`src/rtl/frame_sequencer_pkg.sv`:
```
// Shared types for the frame sequencer: state encoding, VGA source codes
// and the Moore decode from state to strobes.
package frame_sequencer_pkg;

  typedef enum logic [3:0] {
    ST_INIT       = 4'd0,
    ST_WAIT_START = 4'd1,
    ST_IDLE       = 4'd2,
    ST_REG        = 4'd3,
    ST_APPLY      = 4'd4,
    ST_DRAW_MAP   = 4'd5,
    ST_DRAW_LINK  = 4'd6,
    ST_DRAW_ENEMY = 4'd7,
    ST_GAME_OVER  = 4'd8
  } state_e;

  localparam logic [1:0] VGA_SEL_MAP   = 2'd0;
  localparam logic [1:0] VGA_SEL_LINK  = 2'd1;
  localparam logic [1:0] VGA_SEL_ENEMY = 2'd2;
  localparam logic [1:0] VGA_SEL_NONE  = 2'd3;

  localparam int WD_W = 17;

  typedef struct packed {
    logic       init;
    logic       idle;
    logic       reg_action;
    logic       apply_action;
    logic       draw_map;
    logic       draw_link;
    logic       game_over;
    logic [1:0] vga_sel;
  } strobes_t;

  // Per-enemy draw enables are decoded in the top, since their width depends on N_ENEMY.
  function automatic strobes_t decode_state(state_e s);
    strobes_t o;
    o         = '0;
    o.vga_sel = VGA_SEL_NONE;
    case (s)
      ST_INIT:       o.init         = 1'b1;
      ST_IDLE:       o.idle         = 1'b1;
      ST_REG:        o.reg_action   = 1'b1;
      ST_APPLY:      o.apply_action = 1'b1;
      ST_DRAW_MAP: begin
        o.draw_map = 1'b1;
        o.vga_sel  = VGA_SEL_MAP;
      end
      ST_DRAW_LINK: begin
        o.draw_link = 1'b1;
        o.vga_sel   = VGA_SEL_LINK;
      end
      ST_DRAW_ENEMY: o.vga_sel      = VGA_SEL_ENEMY;
      ST_GAME_OVER:  o.game_over    = 1'b1;
      default:       ;
    endcase
    return o;
  endfunction

  function automatic logic is_draw_state(state_e s);
    return (s == ST_DRAW_MAP) || (s == ST_DRAW_LINK) || (s == ST_DRAW_ENEMY);
  endfunction

endpackage

```
`src/rtl/frame_sequencer_watchdog.sv`:
```
// Draw-state watchdog: counts cycles spent in the current draw state and
// flags expiry on the TIMEOUT-th cycle so the sequencer can force an advance.
module draw_watchdog
  import frame_sequencer_pkg::*;
#(
  parameter int TIMEOUT = 131071
) (
  input  logic clk_i,
  input  logic rst_ni,
  input  logic clear_i,
  input  logic enable_i,
  output logic expired_o
);

  localparam logic [WD_W-1:0] LIMIT = WD_W'(TIMEOUT - 1);

  logic [WD_W-1:0] count_q, count_d;

  always_comb begin
    count_d = count_q;
    if (clear_i) begin
      count_d = '0;
    end else if (enable_i) begin
      count_d = count_q + 1'b1;
    end
  end

  always_ff @(posedge clk_i or negedge rst_ni) begin
    if (!rst_ni) begin
      count_q <= '0;
    end else begin
      count_q <= count_d;
    end
  end

  assign expired_o = enable_i && (count_q == LIMIT);

endmodule

```
`src/rtl/frame_sequencer.sv`:
```
// Per-frame game sequencer: input capture, movement, then map/player/enemy
// draws on the shared VGA write port, with game-over and overrun tracking.
module frame_sequencer
  import frame_sequencer_pkg::*;
#(
  parameter int N_ENEMY      = 2,
  parameter int APPLY_CYCLES = 1,
  parameter int DRAW_TIMEOUT = 131071
) (
  input  logic               clock,
  input  logic               resetn,
  input  logic               c_start,
  input  logic               frame_tick,
  input  logic [2:0]         hp,
  input  logic               map_draw_done,
  input  logic               link_draw_done,
  input  logic [N_ENEMY-1:0] enemy_draw_done,
  output logic               init,
  output logic               idle,
  output logic               reg_action,
  output logic               apply_action,
  output logic               draw_map,
  output logic               draw_link,
  output logic [N_ENEMY-1:0] draw_enemy,
  output logic [1:0]         vga_sel,
  output logic [1:0]         enemy_idx,
  output logic               game_over,
  output logic               frame_overrun,
  output logic               timeout_err
);

  state_e             state_q, state_d;
  logic [1:0]         idx_q, idx_d;
  logic [3:0]         apply_cnt_q, apply_cnt_d;
  logic               overrun_q, overrun_d;
  logic               timeout_q, timeout_d;
  strobes_t           out_q;
  logic [N_ENEMY-1:0] enemy_en_q, enemy_en_d;

  logic in_draw, done_sel, wd_expired, advance;

  // Done handshake: a client's done level is honoured only while its own
  // draw state (and, for enemies, its own index) is active; the enable drops
  // on the cycle after done is seen, and a lingering done is ignored.
  always_comb begin
    done_sel = 1'b0;
    case (state_q)
      ST_DRAW_MAP:  done_sel = map_draw_done;
      ST_DRAW_LINK: done_sel = link_draw_done;
      default:      ;
    endcase
    for (int i = 0; i < N_ENEMY; i++) begin
      if (state_q == ST_DRAW_ENEMY && idx_q == 2'(i)) done_sel = enemy_draw_done[i];
    end
  end

  assign in_draw = is_draw_state(state_q);
  assign advance = in_draw && (done_sel || wd_expired);

  draw_watchdog #(.TIMEOUT(DRAW_TIMEOUT)) u_watchdog (
    .clk_i     (clock),
    .rst_ni    (resetn),
    .clear_i   (!in_draw || advance),
    .enable_i  (in_draw),
    .expired_o (wd_expired)
  );

  always_comb begin
    state_d     = state_q;
    idx_d       = idx_q;
    apply_cnt_d = apply_cnt_q;
    overrun_d   = overrun_q;
    timeout_d   = timeout_q;
    case (state_q)
      ST_INIT:       state_d = ST_WAIT_START;
      ST_WAIT_START: if (c_start) state_d = ST_IDLE;
      ST_IDLE: begin
        if (hp == 3'd0)      state_d = ST_GAME_OVER;
        else if (frame_tick) state_d = ST_REG;
      end
      ST_REG: begin
        state_d     = ST_APPLY;
        apply_cnt_d = 4'(APPLY_CYCLES - 1);
      end
      ST_APPLY: begin
        if (apply_cnt_q == 4'd0) state_d = ST_DRAW_MAP;
        else                     apply_cnt_d = apply_cnt_q - 4'd1;
      end
      ST_DRAW_MAP:  if (advance) state_d = ST_DRAW_LINK;
      ST_DRAW_LINK: begin
        if (advance) begin
          state_d = ST_DRAW_ENEMY;
          idx_d   = 2'd0;
        end
      end
      ST_DRAW_ENEMY: begin
        if (advance) begin
          if (idx_q == 2'(N_ENEMY - 1)) begin
            state_d = ST_IDLE;
            idx_d   = 2'd0;
          end else begin
            idx_d = idx_q + 2'd1;
          end
        end
      end
      ST_GAME_OVER: if (c_start) state_d = ST_INIT;
      default:      state_d = ST_INIT;
    endcase

    // A tick mid-frame is dropped; only the sticky flag records it.
    if (frame_tick && (state_q inside {ST_REG, ST_APPLY, ST_DRAW_MAP, ST_DRAW_LINK, ST_DRAW_ENEMY}))
      overrun_d = 1'b1;
    if (advance && !done_sel) timeout_d = 1'b1;
    if (state_d == ST_INIT) begin
      overrun_d = 1'b0;
      timeout_d = 1'b0;
    end

    for (int i = 0; i < N_ENEMY; i++) begin
      enemy_en_d[i] = (state_d == ST_DRAW_ENEMY) && (idx_d == 2'(i));
    end
  end

  always_ff @(posedge clock or negedge resetn) begin
    if (!resetn) begin
      state_q     <= ST_INIT;
      idx_q       <= 2'd0;
      apply_cnt_q <= 4'd0;
      overrun_q   <= 1'b0;
      timeout_q   <= 1'b0;
      out_q       <= decode_state(ST_INIT);
      enemy_en_q  <= '0;
    end else begin
      state_q     <= state_d;
      idx_q       <= idx_d;
      apply_cnt_q <= apply_cnt_d;
      overrun_q   <= overrun_d;
      timeout_q   <= timeout_d;
      out_q       <= decode_state(state_d);
      enemy_en_q  <= enemy_en_d;
    end
  end

  assign init          = out_q.init;
  assign idle          = out_q.idle;
  assign reg_action    = out_q.reg_action;
  assign apply_action  = out_q.apply_action;
  assign draw_map      = out_q.draw_map;
  assign draw_link     = out_q.draw_link;
  assign draw_enemy    = enemy_en_q;
  assign vga_sel       = out_q.vga_sel;
  assign enemy_idx     = idx_q;
  assign game_over     = out_q.game_over;
  assign frame_overrun = overrun_q;
  assign timeout_err   = timeout_q;

endmodule

```
`config.mk`:
```
export PLATFORM = sky130hd
export DESIGN_NAME = frame_sequencer
export DESIGN_NICKNAME = d
export VERILOG_FILES = /design/src/rtl/frame_sequencer_pkg.sv /design/src/rtl/frame_sequencer_watchdog.sv /design/src/rtl/frame_sequencer.sv
export SDC_FILE = /design/constraint.sdc
export NUM_CORES = 1
export LEC_CHECK = 0
export CORE_ASPECT_RATIO = 0.75
export CORE_MARGIN = 4
export CORE_UTILIZATION = 55
export DETAILED_ROUTE_END_ITERATION = 8
export PLACE_DENSITY = 0.88
export SYNTH_ARGS = -nofsm -noshare
export SYNTH_HDL_FRONTEND = slang
export SYNTH_HIERARCHICAL = 1
export SYNTH_SLANG_ARGS = --single-unit
```
`constraint.sdc`:
```
create_clock -name clock -period 4 [get_ports clock]
set_input_delay 0.4 -clock clock [delete_from_list [all_inputs] [get_ports clock]]
set_output_delay 0.4 -clock clock [all_outputs]
set_load 0.05 [all_outputs]
```
==> impl_metrics.json <==
{
  "synth_cell_types": 65,
  "place_hpwl_um": 3210,
  "initial_core_util_pct": 58.6,
  "hp-class": "primary input to async pin",
  "wl_met3_um": 262,
  "status": "completed",
  "slew_headroom_pct": 43.5,
  "tightest_slew_ns": 0.847,
  "drc": 0,
  "cts_setup_buffers": 0,
  "postRouteAntennaNets": 0,
  "critical_path.top_delay_family": "simple AND/OR/NAND/NOR gates",
  "maxCapViolations": 0,
  "fp.coreArea_sq_um": 3730,
  "arrival_ns": 3.84,
  "wl_per_cell_um": 15.4,
  "gr-total-overflow": 0,
  "synth_top_area_cell": "dfrtp_1",
  "finClkSkew_ns": 0.00657,
  "synth_area_leaders": "dfrtp_1 42%, dfstp_2 3.6%, nor2_1 3.3%, xnor2_1 3.2%, nor3_1 2.5%",
  "finalSetupViolCount": 0,
  "critPathBufInv": 1,
  "dr.max_layer_used": "met4",
  "htreeDepth": 2,
  "ys_warn_count": 6,
  "die_h_um": 62.6,
  "wl_met1_um": 2120,
  "grt_max_degree": 41,
  "fin_area_sq_um": 2570,
  "synth_cells": 213,
  "ios": 26,
  "core.rowCount": 19,
  "worstPathRequired_ns": 4.22,
  "layout_worst_path_cycle_share_pct": 90.5,
  "syn-cell-area_sq_um": 2190,
  "dpl-instance-area_sq_um": 2460,
  "ir_drop_mv": 0.451,
  "cts_resized": 0,
  "clkTransAtPathRegs_ns": 0.08,
  "crit_slowest_cell": "or4_2",
  "port_buffers": 25,
  "gp_congestion": 0.823,
  "design.die.area_sq_um": 5060,
  "track_usage_pct": 20.0,
  "vias": 1676,
  "cpPeakStageDelay_ns": 0.60,
  "numCtsBuffers": 5,
  "hold_viol": 0,
  "drv_slew": 0,
  "clock-sinks": 40,
  "fin_setup_tns_ns": 0,
  "ys_ff_latch": 40,
  "synth_top_area_share_pct": 42.4,
  "rsz0062_at_grt": "no",
  "grt_pass1_vias": 1618,
  "cts_hold_buf": 0,
  "clockRootBuffer": "clkbuf_8",
  "synthArstFlopShare_pct": 100,
  "worstSkewPairLatency_ns": 0.30,
  "routed_wl_um": 4480,
  "path_max_fanout": 15,
  "synth_fp_nets": 228,
  "area_delta_synth_final_pct": 17.6,
  "synth_edf_count": 0,
  "cts_tree": "built",
  "start_kind": "flip-flop",
  "synth_ff_type": "dfrtp_1",
  "dr.first_iter.drc_count": 103,
  "grt_pass1_wl_um": 7710,
  "worst-setup-path-type": "flip-flop to flip-flop",
  "whs_ns": 0.203,
  "first_pass_iters": 4,
  "worstSetupEndpointType": "flip-flop",
  "power_leakage_nw": 1.08,
  "path_cells": "nor2b_1 > o21a_1 > nand3_1 > nor3_1 > nand2b_1 > o2111ai_1 > buf_4 > or4_2 > a21oi_1",
  "via_per_inst": 5.78,
  "fmax_mhz": 276,
  "grt_antenna_before_repair": 0,
  "num_antenna_cells": 0,
  "syn_avg_cell_area_sq_um": 10.3,
  "min_period_ns": 3.62,
  "power_mw": 1.71,
  "cts.path.max_buffers": 2,
  "drive_gt1_share_pct": 13.4,
  "dr_wl_met2_um": 2010,
  "p_per_area_nw_per_um2": 665,
  "final_nets": 252,
  "seq_area_frac_synth_pct": 46.0,
  "fp.dieW_um": 80.8
}
area by class of cell:
cell class	count	area, sq um
timing repair buffer	27	260
fill	299	1160
tap	52	65.1
inverter	11	41.3
multi-input combinational	152	1090
sequential	40	1000
clock buffer	5	68.8
clock inverter	3	42.5
cell families after synthesis:
logic type,share of synthesized area (%)
AOI/OAI and AO/OA,12.8
xor gates and xnor gates,4.41
adders and majority gates,2.29
buffers and inverters,4.24
DFF,46.0
muxes,2.92
and+or+nand+nor,27.4
layout by cell type, fill, tap and decap left out, types with 4 or more instances in the layout:
cell type | synthesis | layout
dfrtp_1 | 37 | 37
clkdlybuf4s50_1 | 0 | 24
nor2_1 | 19 | 19
nand2_1 | 12 | 12
nor3_1 | 11 | 11
inv_1 | 10 | 10
a21oi_1 | 10 | 10
nor2b_1 | 8 | 8
xnor2_1 | 8 | 8
nand3_1 | 6 | 6
o21ai_0 | 5 | 5
clkbuf_8 | 0 | 5
nor4_1 | 4 | 4
ha_1 | 4 | 4
metal layers:
layer	global-route usage (%)	vias to the layer above
li1	-	816
met1	28.3	797
met2	29.0	50
met3	5.04	13
met4	8.02	0
met5	0	-
worst reg2reg max path, stage by stage, from the launching register on:
cell and delay [ns]:
dfrtp_1 0.58, nor2b_1 0.29, o21a_1 0.44, nand3_1 0.14
nor3_1 0.49, nand2b_1 0.46, o2111ai_1 0.20, buf_4 0.20
or4_2 0.60, a21oi_1 0.16
cell usage after synthesis (all sizes together), types with 2 or more instances:
| cell | count |
|---|---|
| a2111oi | 2 |
| a21oi | 10 |
| and3 | 3 |
| and3b | 2 |
| buf | 6 |
| clkbuf | 4 |
| dfrtp | 37 |
| dfstp | 3 |
| ha | 4 |
| inv | 11 |
| mux2 | 3 |
| mux2i | 3 |
| nand2 | 13 |
| nand3 | 6 |
| nand4 | 5 |
| nor2 | 19 |
| nor2b | 8 |
| nor3 | 12 |
| nor3b | 4 |
| nor4 | 4 |
| o2111ai | 2 |
| o211ai | 2 |
| o21ai | 7 |
| o32a | 2 |
| or3 | 5 |
| or4 | 3 |
| xnor2 | 8 |
| xor2 | 3 |
worst paths after layout:
| kind | startpoint | to | slack (ns) | cells past startpoint |
|---|---|---|---|---|
| setup reg to reg | state_q[2]$_DFF_PN0_ | u_watchdog/count_q[14]$_DFFE_PN0P_ | 0.38 | 9 |
| hold reg to reg | apply_cnt_q[1]$_DFFE_PN0P_ | apply_cnt_q[1]$_DFFE_PN0P_ | 0.53 | 1 |
| max in group asynchronous | resetn | u_watchdog/count_q[7]$_DFFE_PN0P_ | 3.26 | 1 |
| setup / recovery | state_q[2]$_DFF_PN0_ | u_watchdog/count_q[14]$_DFFE_PN0P_ | 0.38 | 9 |
| hold / removal | resetn | enemy_idx[0]$_DFF_PN0_ | 0.20 | 1 |
| min in group clock | apply_cnt_q[1]$_DFFE_PN0P_ | apply_cnt_q[1]$_DFFE_PN0P_ | 0.53 | 1 |
through the flow:
stage | setup slack (ns) | utilization [%] | instances
after floorplan | 1.02 | - | 213
after global placement | 0.672 | 65.9 | 282
after detailed placement | 0.489 | 65.9 | 282
after CTS | 0.435 | 68.9 | 290
after global routing | 0.0508 | 68.9 | 290
final | 0.378 | 68.9 | 290
where the power goes:
part	total, mW	switching [mW]	internal, mW
Sequential	0.597	0.102	0.496
Clock	0.325	0.141	0.184
Combinational	0.788	0.495	0.294
Total	1.71	0.737	0.974
sequential cells by signal (all words and copies together), names as in the netlist, 2 cells and up:
name	flops
enemy_idx	2
apply_cnt_q	4
draw_enemy	2
state_q	4
u_watchdog/count_q	17
vga_sel	2
(Power assumes the default switching activity.)
